$ cat src/rtl/sram_burst_seq_pkg.sv
// Shared SRAM geometry and sequencer state encoding for sram_burst_seq.
package sram_burst_seq_pkg;

   localparam int          SRAM_ADDR_W = 20;
   localparam int          SRAM_DATA_W = 8;
   localparam int          SRAM_LEN_W  = 8;
   // Byte capacity of the 1Mx8 array; the controller sizes itself from this too.
   localparam int unsigned SRAM_SIZE   = 32'd1 << SRAM_ADDR_W;

   typedef enum logic [2:0] {
      ST_IDLE       = 3'd0,
      ST_WAIT_WDATA = 3'd1,
      ST_MEM_REQ    = 3'd2,
      ST_RD_HOLD    = 3'd3,
      ST_DONE       = 3'd4
   } seq_state_e;

endpackage

$ cat src/rtl/sram_addr_ctr.sv
// Loadable wrapping byte-address register plus remaining-count down-counter.
module sram_addr_ctr #(
   parameter int ADDR_W = 20,
   parameter int LEN_W  = 8
) (
   input  logic              i_clk,
   input  logic              i_rst_n,
   input  logic              i_load,
   input  logic [ADDR_W-1:0] i_load_addr,
   input  logic [LEN_W-1:0]  i_load_len,
   input  logic              i_step,
   output logic [ADDR_W-1:0] o_addr,
   output logic              o_last
);

   logic [ADDR_W-1:0] addr_q, addr_d;
   logic [LEN_W-1:0]  rem_q, rem_d;

   // Address increment wraps naturally at 2^ADDR_W.
   always_comb begin
      addr_d = addr_q;
      rem_d  = rem_q;
      if (i_load) begin
         addr_d = i_load_addr;
         rem_d  = i_load_len;
      end else if (i_step) begin
         addr_d = addr_q + ADDR_W'(1);
         rem_d  = rem_q - LEN_W'(1);
      end
   end

   always_ff @(posedge i_clk) begin
      if (!i_rst_n) begin
         addr_q <= '0;
         rem_q  <= '0;
      end else begin
         addr_q <= addr_d;
         rem_q  <= rem_d;
      end
   end

   assign o_addr = addr_q;
   assign o_last = (rem_q == '0);

endmodule

$ cat src/rtl/sram_burst_seq.sv
// Burst sequencer: splits burst commands into single-byte SRAM controller requests.
// Define SRAM_SEQ_CKSUM_EN to add o_cksum, the running XOR of the burst's bytes.
module sram_burst_seq
   import sram_burst_seq_pkg::*;
#(
   parameter int ADDR_W = $clog2(SRAM_SIZE),
   parameter int DATA_W = SRAM_DATA_W,
   parameter int LEN_W  = SRAM_LEN_W
) (
   input  logic              i_clk,
   input  logic              i_rst_n,
   input  logic              i_cmd_valid,
   output logic              o_cmd_ready,
   input  logic              i_cmd_write,
   input  logic [ADDR_W-1:0] i_cmd_addr,
   input  logic [LEN_W-1:0]  i_cmd_len,
   input  logic              i_wdata_valid,
   output logic              o_wdata_ready,
   input  logic [DATA_W-1:0] i_wdata,
   output logic              o_rdata_valid,
   input  logic              i_rdata_ready,
   output logic [DATA_W-1:0] o_rdata,
   output logic              o_mem_req,
   output logic              o_mem_we,
   output logic [ADDR_W-1:0] o_mem_addr,
   output logic [DATA_W-1:0] o_mem_wdata,
   input  logic              i_mem_ack,
   input  logic [DATA_W-1:0] i_mem_rdata,
   output logic              o_busy,
   output logic              o_done
`ifdef SRAM_SEQ_CKSUM_EN
  ,output logic [DATA_W-1:0] o_cksum
`endif
);

   seq_state_e        state_q;
   logic              cmd_ready_q, wdata_ready_q, rdata_valid_q;
   logic              mem_req_q, mem_we_q, busy_q, done_q;
   logic [DATA_W-1:0] rdata_q, mem_wdata_q;
   logic              accept, step, last;
`ifdef SRAM_SEQ_CKSUM_EN
   logic [DATA_W-1:0] cksum_q;
`endif

   assign accept = (state_q == ST_IDLE) && cmd_ready_q && i_cmd_valid;
   assign step   = ((state_q == ST_MEM_REQ) && i_mem_ack && mem_we_q && !last) ||
                   ((state_q == ST_RD_HOLD) && i_rdata_ready && !last);

   sram_addr_ctr #(.ADDR_W(ADDR_W), .LEN_W(LEN_W)) u_ctr (
      .i_clk       (i_clk),
      .i_rst_n     (i_rst_n),
      .i_load      (accept),
      .i_load_addr (i_cmd_addr),
      .i_load_len  (i_cmd_len),
      .i_step      (step),
      .o_addr      (o_mem_addr),
      .o_last      (last)
   );

   // Output flags are set alongside the transition into the state that owns them.
   always_ff @(posedge i_clk) begin
      if (!i_rst_n) begin
         state_q       <= ST_IDLE;
         cmd_ready_q   <= 1'b0;
         wdata_ready_q <= 1'b0;
         rdata_valid_q <= 1'b0;
         rdata_q       <= '0;
         mem_req_q     <= 1'b0;
         mem_we_q      <= 1'b0;
         mem_wdata_q   <= '0;
         busy_q        <= 1'b0;
         done_q        <= 1'b0;
`ifdef SRAM_SEQ_CKSUM_EN
         cksum_q       <= '0;
`endif
      end else begin
         case (state_q)
            ST_IDLE: begin
               if (!cmd_ready_q) begin
                  cmd_ready_q <= 1'b1;
               end else if (i_cmd_valid) begin
                  cmd_ready_q <= 1'b0;
                  busy_q      <= 1'b1;
                  mem_we_q    <= i_cmd_write;
`ifdef SRAM_SEQ_CKSUM_EN
                  cksum_q     <= '0;
`endif
                  if (i_cmd_write) begin
                     wdata_ready_q <= 1'b1;
                     state_q       <= ST_WAIT_WDATA;
                  end else begin
                     mem_req_q <= 1'b1;
                     state_q   <= ST_MEM_REQ;
                  end
               end
            end
            ST_WAIT_WDATA: begin
               if (i_wdata_valid) begin
                  mem_wdata_q   <= i_wdata;
                  wdata_ready_q <= 1'b0;
                  mem_req_q     <= 1'b1;
`ifdef SRAM_SEQ_CKSUM_EN
                  cksum_q       <= cksum_q ^ i_wdata;
`endif
                  state_q       <= ST_MEM_REQ;
               end
            end
            ST_MEM_REQ: begin
               if (i_mem_ack) begin
                  mem_req_q <= 1'b0;
                  if (!mem_we_q) begin
                     rdata_q       <= i_mem_rdata;
                     rdata_valid_q <= 1'b1;
`ifdef SRAM_SEQ_CKSUM_EN
                     cksum_q       <= cksum_q ^ i_mem_rdata;
`endif
                     state_q       <= ST_RD_HOLD;
                  end else if (last) begin
                     done_q  <= 1'b1;
                     state_q <= ST_DONE;
                  end else begin
                     wdata_ready_q <= 1'b1;
                     state_q       <= ST_WAIT_WDATA;
                  end
               end
            end
            ST_RD_HOLD: begin
               if (i_rdata_ready) begin
                  rdata_valid_q <= 1'b0;
                  if (last) begin
                     done_q  <= 1'b1;
                     state_q <= ST_DONE;
                  end else begin
                     mem_req_q <= 1'b1;
                     state_q   <= ST_MEM_REQ;
                  end
               end
            end
            ST_DONE: begin
               done_q      <= 1'b0;
               busy_q      <= 1'b0;
               cmd_ready_q <= 1'b1;
               state_q     <= ST_IDLE;
            end
            default: state_q <= ST_IDLE;
         endcase
      end
   end

   assign o_cmd_ready   = cmd_ready_q;
   assign o_wdata_ready = wdata_ready_q;
   assign o_rdata_valid = rdata_valid_q;
   assign o_rdata       = rdata_q;
   assign o_mem_req     = mem_req_q;
   assign o_mem_we      = mem_we_q;
   assign o_mem_wdata   = mem_wdata_q;
   assign o_busy        = busy_q;
   assign o_done        = done_q;
`ifdef SRAM_SEQ_CKSUM_EN
   assign o_cksum       = cksum_q;
`endif

endmodule
$ cat config.mk
export PLATFORM = sky130hd
export DESIGN_NAME = sram_burst_seq
export DESIGN_NICKNAME = d
export VERILOG_FILES = /design/src/rtl/sram_burst_seq_pkg.sv /design/src/rtl/sram_addr_ctr.sv /design/src/rtl/sram_burst_seq.sv
export SDC_FILE = /design/constraint.sdc
export NUM_CORES = 1
export LEC_CHECK = 0
export CAP_MARGIN = 10
export CORE_MARGIN = 4
export CORE_UTILIZATION = 45
export DETAILED_ROUTE_END_ITERATION = 7
export PLACE_DENSITY_LB_ADDON = 0.2
export SLEW_MARGIN = 20
export SYNTH_ARGS = -nofsm -noshare
export SYNTH_HDL_FRONTEND = slang
export SYNTH_SLANG_ARGS = --single-unit
$ cat constraint.sdc
create_clock -name i_clk -period 5.2 [get_ports i_clk]
set_clock_uncertainty 0.2 [all_clocks]
set_input_delay 0.52 -clock i_clk [delete_from_list [all_inputs] [get_ports i_clk]]
set_output_delay 0.52 -clock i_clk [all_outputs]
set_load 0.02 [all_outputs]
# After elaboration in Yosys (flattened, before gate mapping)
# Cells that the tools add are included.
# W data, S select, Z words.
# totals
regBits	54
out_inout_bits	43
wordCells	100
# classes
n_addsub	2
eq_ne	15
muxes	44
n_bitwise	1
reduce_logical	26
# op_table
op	count
$mux W20	2
$mux W1	24
$mux W3	8
$ne A2 B2 Y1 const B	11
$add A20 B1 Y20 const B	1
$mux W8	2
$reduce_and A8 Y1	2
$pmux W3 S4	1
$reduce_and A3 Y1	3
$logic_not A8 Y1	1
$reduce_and A4 Y1	2
$sub A8 B1 Y8 const B	1
$logic_and A1 B1 Y1	7
$eq A3 B2 Y1 const B	2
$pmux W1 S2	3
$pmux W1 S3	2
$reduce_bool A2 Y1	3
$reduce_bool A3 Y1	2
$reduce_and A5 Y1	1
$pmux W1 S4	1
$reduce_bool A4 Y1	1
$eq A3 B1 Y1 const B	1
$eq A3 B3 Y1 const B	1
$logic_not A3 Y1	1
other kinds (5)	5

# Longest topological paths before layout
# logic_depth
depth_word	7
mapped_depth	8

# Modules after synthesis
# From an unflattened synthesis, not the netlist that was laid out.
# hier_totals
cells_unflattened	296
area_unflattened_um2	2641.3
# by_module_without_submodules
mod	instances	cells_per_inst	area_per_inst_um2	seq_area_each_um2
sram_addr_ctr	1	182	1480.2	560.5
sram_burst_seq	1	114	1161.1	520.5

# Worst setup path after synthesis
# OpenSTA, ideal clock, no wires.
# synth_timing
path_type	register -> register
start	register u_ctr.rem_q[0]
end	register u_ctr.addr_q[15] (netlist: u_ctr.o_addr[15])
arrival_ns	1.653
slack_ns	3.278
path_stages_with_launch	8
n_path_buf	0
synth_period_minus_slack_ns	1.922
path_cell_list	dfxtp_1 -> inv_1 -> ha_1 -> nor3b_2 -> a21oi_1 -> nand4_1 -> xor2_1 -> a21oi_1
# synth_via
elab_chain_cells	5
word_cells_on_any_way	6
classes_between	reduce/logical (6)
# synth_rtl
element	line_no	text
start, declared	sram_addr_ctr.sv:17	logic [LEN_W-1:0] rem_q, rem_d;
start signal, assigned	sram_addr_ctr.sv:38	rem_q <= rem_d;
$logic_not A8 Y1 *	sram_addr_ctr.sv:43	assign o_last = (rem_q == '0);
$logic_not A1 Y1 *	sram_burst_seq.sv:46, sram_burst_seq.sv:47	
$logic_and A1 B1 Y1, on equally long branches	sram_burst_seq.sv:46, sram_burst_seq.sv:47	
$logic_or A1 B1 Y1 *	sram_burst_seq.sv:46	assign step = ((state_q == ST_MEM_REQ) && i_mem_ack && mem_we_q && !last) ||
$reduce_bool A2 Y1 (no source line) *	n/a	
end signal, assigned	sram_addr_ctr.sv:37	addr_q <= addr_d;
end, declared	sram_addr_ctr.sv:16	logic [ADDR_W-1:0] addr_q, addr_d;
# Mark *: on every way between the ends. The rest lies on a longest branch, timed or not.
# A chain may end at the register's enable or synchronous reset.

# Worst setup path after layout
# layout_timing
start	register state_q[0]
end	register u_ctr.addr_q[18] (netlist: u_ctr.o_addr[18])
# layout_via
elab_chain_cells	6
word_cells_on_any_way	13
classes_between	eq/ne (2); mux (1); reduce/logical (10)
# layout_rtl
element	line_no	text
start, declared	sram_burst_seq.sv:36	seq_state_e state_q;
start signal, assigned	sram_burst_seq.sv:63	state_q <= ST_IDLE;
start signal, assigned	sram_burst_seq.sv:90	state_q <= ST_WAIT_WDATA;
start signal, assigned	sram_burst_seq.sv:93	state_q <= ST_MEM_REQ;
$eq A3 B2 Y1	sram_burst_seq.sv:46	
$logic_and A1 B1 Y1 (3 in series)	sram_burst_seq.sv:46	
$logic_or A1 B1 Y1	sram_burst_seq.sv:46	
$reduce_bool A2 Y1 (no source line)	n/a	
# Several ways; a longest one is shown, not always the timed one.

==> impl_metrics.xml <==
<?xml version="1.0" encoding="UTF-8"?>
<metrics>
  <group name="sta">
    <metric name="maxClockFrequency" unit="MHz">370.2</metric>
    <metric name="holdWs" unit="ns">0.2508</metric>
    <metric name="drv_slew" unit="">0</metric>
    <metric name="slew_headroom" unit="%">31.93</metric>
    <metric name="setup_violations" unit="">0</metric>
    <metric name="finalCritPeriodShare" unit="%">51.95</metric>
    <metric name="final.setup.tns" unit="ns">0</metric>
    <metric name="finalHoldViolCount" unit="">0</metric>
    <metric name="period_minus_slack" unit="ns">2.701</metric>
    <metric name="timing_worst_slew_pin_value" unit="ns">1.018</metric>
    <metric name="grt_setup_unrepaired" unit="">false</metric>
    <metric name="layout_setup_ws" unit="ns">2.499</metric>
  </group>
  <group name="routing">
    <metric name="route.detailed.drc" unit="">0</metric>
    <metric name="vias_per_cell" unit="">5.378</metric>
    <metric name="drt_first_iter_violations" unit="">107</metric>
    <metric name="count_of_nets_left_with_antenna_violations_after_detail_routing" unit="">0</metric>
    <metric name="firstDrtPassIters" unit="">4</metric>
    <metric name="route.vias.total" unit="">2517</metric>
    <metric name="route.final.wire_length" unit="mm">6.867</metric>
    <metric name="avg_wl_per_cell" unit="um">14.67</metric>
  </group>
  <group name="floorplan">
    <metric name="initial_core_util" unit="%">47.09</metric>
    <metric name="die_height" unit="um">84.38</metric>
    <metric name="die_w" unit="um">84.38</metric>
    <metric name="overall_die_area" unit="mm2">0.007119</metric>
    <metric name="fp.coreArea" unit="mm2">0.005574</metric>
    <metric name="io_pins" unit="">94</metric>
    <metric name="num_rows" unit="">27</metric>
  </group>
  <group name="finish">
    <metric name="num-nets-final" unit="">448</metric>
    <metric name="flow.area_growth_from_synthesis" unit="%">39.51</metric>
    <metric name="multi_input_area" unit="mm2">0.001430</metric>
    <metric name="fill_count" unit="">510</metric>
    <metric name="final_layout_size_suffix_gt1_share" unit="%">5.303</metric>
    <metric name="regArea" unit="mm2">0.001081</metric>
    <metric name="num_antenna_cells" unit="">0</metric>
    <metric name="post-route-cell-area" unit="mm2">0.003662</metric>
  </group>
  <group name="worst_setup_path">
    <metric name="reg2reg_setup_slack" unit="ns">2.50</metric>
    <metric name="endpoint_kind" unit="">flop</metric>
    <metric name="worst_r2r_end" unit="">u_ctr.o_addr[18]</metric>
    <metric name="worstPathRequired" unit="ns">5.24</metric>
    <metric name="rr_worst_depth" unit="">5</metric>
    <metric name="cp-start-kind" unit="">flop</metric>
    <metric name="critical-path-slowest-cell" unit="">sky130_fd_sc_hd__a21oi_2</metric>
    <metric name="worstPathArrival" unit="ns">2.74</metric>
    <metric name="reg2reg_from" unit="">state_q[0]</metric>
    <metric name="last_element_of_the_critical_path" unit="">u_ctr.o_addr[18]</metric>
    <metric name="path_cells" unit="">nand2_1, a21oi_2, nand3_2, or3_1, a31oi_1</metric>
    <metric name="crit_start" unit="">state_q[0]</metric>
    <metric name="worstPathMaxFanout" unit="">23</metric>
    <metric name="path_class" unit="">flop to flop</metric>
    <metric name="crit_path_max_incr_delay" unit="ns">0.79</metric>
  </group>
  <group name="place">
    <metric name="port_buffers" unit="">93</metric>
    <metric name="place_worst_setup_slack" unit="ns">2.207</metric>
    <metric name="placement.cell_area" unit="mm2">0.003570</metric>
    <metric name="hpwlAfterDp" unit="mm">4.965</metric>
    <metric name="place.gp.congestion" unit="">0.8308</metric>
  </group>
  <group name="logic_synthesis">
    <metric name="synth_top_cells_by_area" unit="">sky130_fd_sc_hd__dfxtp_1 (41%), sky130_fd_sc_hd__mux2i_1 (6.9%), sky130_fd_sc_hd__o21ai_0 (6.7%)</metric>
    <metric name="post-synth-top-area-cell" unit="">sky130_fd_sc_hd__dfxtp_1</metric>
    <metric name="synth-seq-cells" unit="">54</metric>
    <metric name="synth_enable_flop_cells" unit="">0</metric>
    <metric name="synth_ff_type" unit="">sky130_fd_sc_hd__dfxtp_1</metric>
    <metric name="synth_top_cells_by_count" unit="">sky130_fd_sc_hd__dfxtp_1 (54), sky130_fd_sc_hd__o21ai_0 (35), sky130_fd_sc_hd__nor2_1 (30)</metric>
    <metric name="synth_cells" unit="">311</metric>
    <metric name="net_count_after_synthesis" unit="">364</metric>
    <metric name="synth-async-reset-ratio" unit="%">0</metric>
    <metric name="syn_avg_cell_area" unit="um2">8.441</metric>
    <metric name="top_count_cell_post_synth" unit="">sky130_fd_sc_hd__dfxtp_1</metric>
    <metric name="synth-seq-area-share" unit="%">41.18</metric>
    <metric name="total_of_warnings_raised_by_yosys" unit="">0</metric>
    <metric name="netlist-cell-type-count" unit="">46</metric>
    <metric name="synth_top_area_share" unit="%">41.18</metric>
    <metric name="syn-cell-area" unit="mm2">0.002625</metric>
  </group>
  <group name="pwr">
    <metric name="comb_power_share" unit="%">31.4</metric>
    <metric name="p_int" unit="uW">722.0</metric>
    <metric name="clkPwrFrac" unit="%">21.8</metric>
    <metric name="power.density_cell_area" unit="mW/mm2">299.7</metric>
    <metric name="leakage_power_summed_over_all_cells" unit="uW">0.001230</metric>
    <metric name="power_frac_seq" unit="%">46.8</metric>
    <metric name="vdd_drop_max" unit="V">0.0001491</metric>
    <metric name="switchingPower" unit="uW">375.8</metric>
    <metric name="power.share.switching" unit="%">34.23</metric>
  </group>
  <group name="clocking">
    <metric name="cts_hold_buf" unit="">0</metric>
    <metric name="cts-buffers-inserted" unit="">5</metric>
    <metric name="cts.reportedPaths.clkPinSlew" unit="ns">0.10</metric>
    <metric name="cts_setup_buffers" unit="">0</metric>
    <metric name="post_cts_resized" unit="">0</metric>
    <metric name="numClockSinks" unit="">54</metric>
    <metric name="cts_tree" unit="">yes</metric>
    <metric name="max-clock-path-buffers" unit="">2</metric>
    <metric name="cts_max_level" unit="">2</metric>
    <metric name="cts_root_buffer" unit="">sky130_fd_sc_hd__clkbuf_8</metric>
    <metric name="insertion_delay" unit="ns">0.31</metric>
  </group>
  <group name="global_routing">
    <metric name="grt_start_max_net_pins" unit="">52</metric>
    <metric name="wire_length_of_the_first_global_routing_pass" unit="mm">11.56</metric>
    <metric name="grt_antenna_before_repair" unit="">0</metric>
    <metric name="grt_remaining_overflow" unit="">0</metric>
    <metric name="number_of_global_route_vias_before_repair" unit="">2523</metric>
    <metric name="track_usage" unit="%">19.61</metric>
  </group>
  <group name="min_path">
    <metric name="min-delay-path-class" unit="">flop to flop</metric>
  </group>
  <group name="flow_run">
    <metric name="drv_cap" unit="">0</metric>
  </group>
  <group name="outcome">
    <metric name="run_status" unit="">finished clean</metric>
  </group>
</metrics>
==> registers in the layout, summed over array words and instances, names as in the netlist <==
name           cells
o_rdata            8
u_ctr.o_addr      20
o_busy             1
o_wdata_ready      1
o_mem_req          1
state_q            3
o_done             1
u_ctr.rem_q        8
o_cmd_ready        1
o_mem_we           1
o_rdata_valid      1
o_mem_wdata        8
==> critical path, delay by kind of cell, from the launching register on <==
family / cells / cell delay (ns)
and+or+nand+nor: 3 / 0.84
DFF: 1 / 0.63
AOI/OAI and AO/OA: 2 / 0.95
==> cell type report <==
cell class	count	share of cell area, %
multi-input cells	232	39.05
flip-flops and latches	54	29.52
clock inverters	3	0.6491
inverters	8	0.8200
repair buffers	94	25.62
well taps	72	2.460
clock buffers	5	1.879
==> per-stage QoR <==
step	total power (uW)	std cells	util, %
after global routing	1162	468	65.70
after CTS	1108	468	65.70
after detailed placement	866.8	460	64.04
after global placement	861.3	460	64.04
after floorplan	724.4	311	-
final	1098	468	65.70
==> cell usage in the layout (no fill, tap or decap), types with 2 or more instances in the layout <==
cell,n
sky130_fd_sc_hd__clkdlybuf4s50_1,93
sky130_fd_sc_hd__dfxtp_1,54
sky130_fd_sc_hd__o21ai_0,35
sky130_fd_sc_hd__nor2_1,30
sky130_fd_sc_hd__a21oi_1,29
sky130_fd_sc_hd__nand2_1,20
sky130_fd_sc_hd__mux2i_1,18
sky130_fd_sc_hd__nand3_1,17
sky130_fd_sc_hd__xor2_1,16
sky130_fd_sc_hd__nand4_1,9
sky130_fd_sc_hd__inv_1,8
sky130_fd_sc_hd__a31oi_1,7
sky130_fd_sc_hd__and3_1,5
sky130_fd_sc_hd__or3_1,5
sky130_fd_sc_hd__clkbuf_8,5
sky130_fd_sc_hd__nor3_1,4
sky130_fd_sc_hd__xnor2_1,3
sky130_fd_sc_hd__and2_1,3
sky130_fd_sc_hd__a21oi_2,2
sky130_fd_sc_hd__o22ai_1,2
sky130_fd_sc_hd__nand2b_1,2
sky130_fd_sc_hd__nand3b_1,2
sky130_fd_sc_hd__ha_1,2
sky130_fd_sc_hd__clkinvlp_4,2
==> power groups by stage <==
| stage | combinational (uW) | sequential (uW) | clock, uW |
|---|---|---|---|
| detailed placement | 345 | 522 | 0 |
| floorplan | 174 | 550 | 0 |
| finish | 345 | 514 | 239 |
| global route | 377 | 521 | 264 |
| global placement | 340 | 521 | 0 |
| CTS | 347 | 513 | 247 |
==> cell families after synthesis <==
group           after synthesis  synth area share (%)
simple gates                111                 23.07
compound gates               82                 17.25
flops                        54                 41.18
buf+inv                      25                 4.337
xor+xnor                     19                 6.339
mux                          18                 6.864
fa+ha+maj                     2                0.9531
==> routing by layer <==
metal / part of all wire (%) / track usage, %
met5: 0 / 0
met1: 44 / 23.96
met3: 6.6 / 5.594
met4: 1.8 / 6.619
met2: 48 / 33.14
==> how the worst min path moves through the flow <==
stage / startpoint / end / slack, ns / cells past startpoint
after floorplan: o_done / o_done / 0.32 / 2
after global placement: o_done / o_done / 0.23 / 2
after detailed placement: o_mem_req / o_mem_req / 0.24 / 2
after CTS: o_mem_req / o_mem_req / 0.26 / 2
after global routing: o_mem_req / o_mem_req / 0.29 / 2
final: o_mem_req / o_mem_req / 0.25 / 2
No activity file was read; power rests on OpenSTA's default activity.
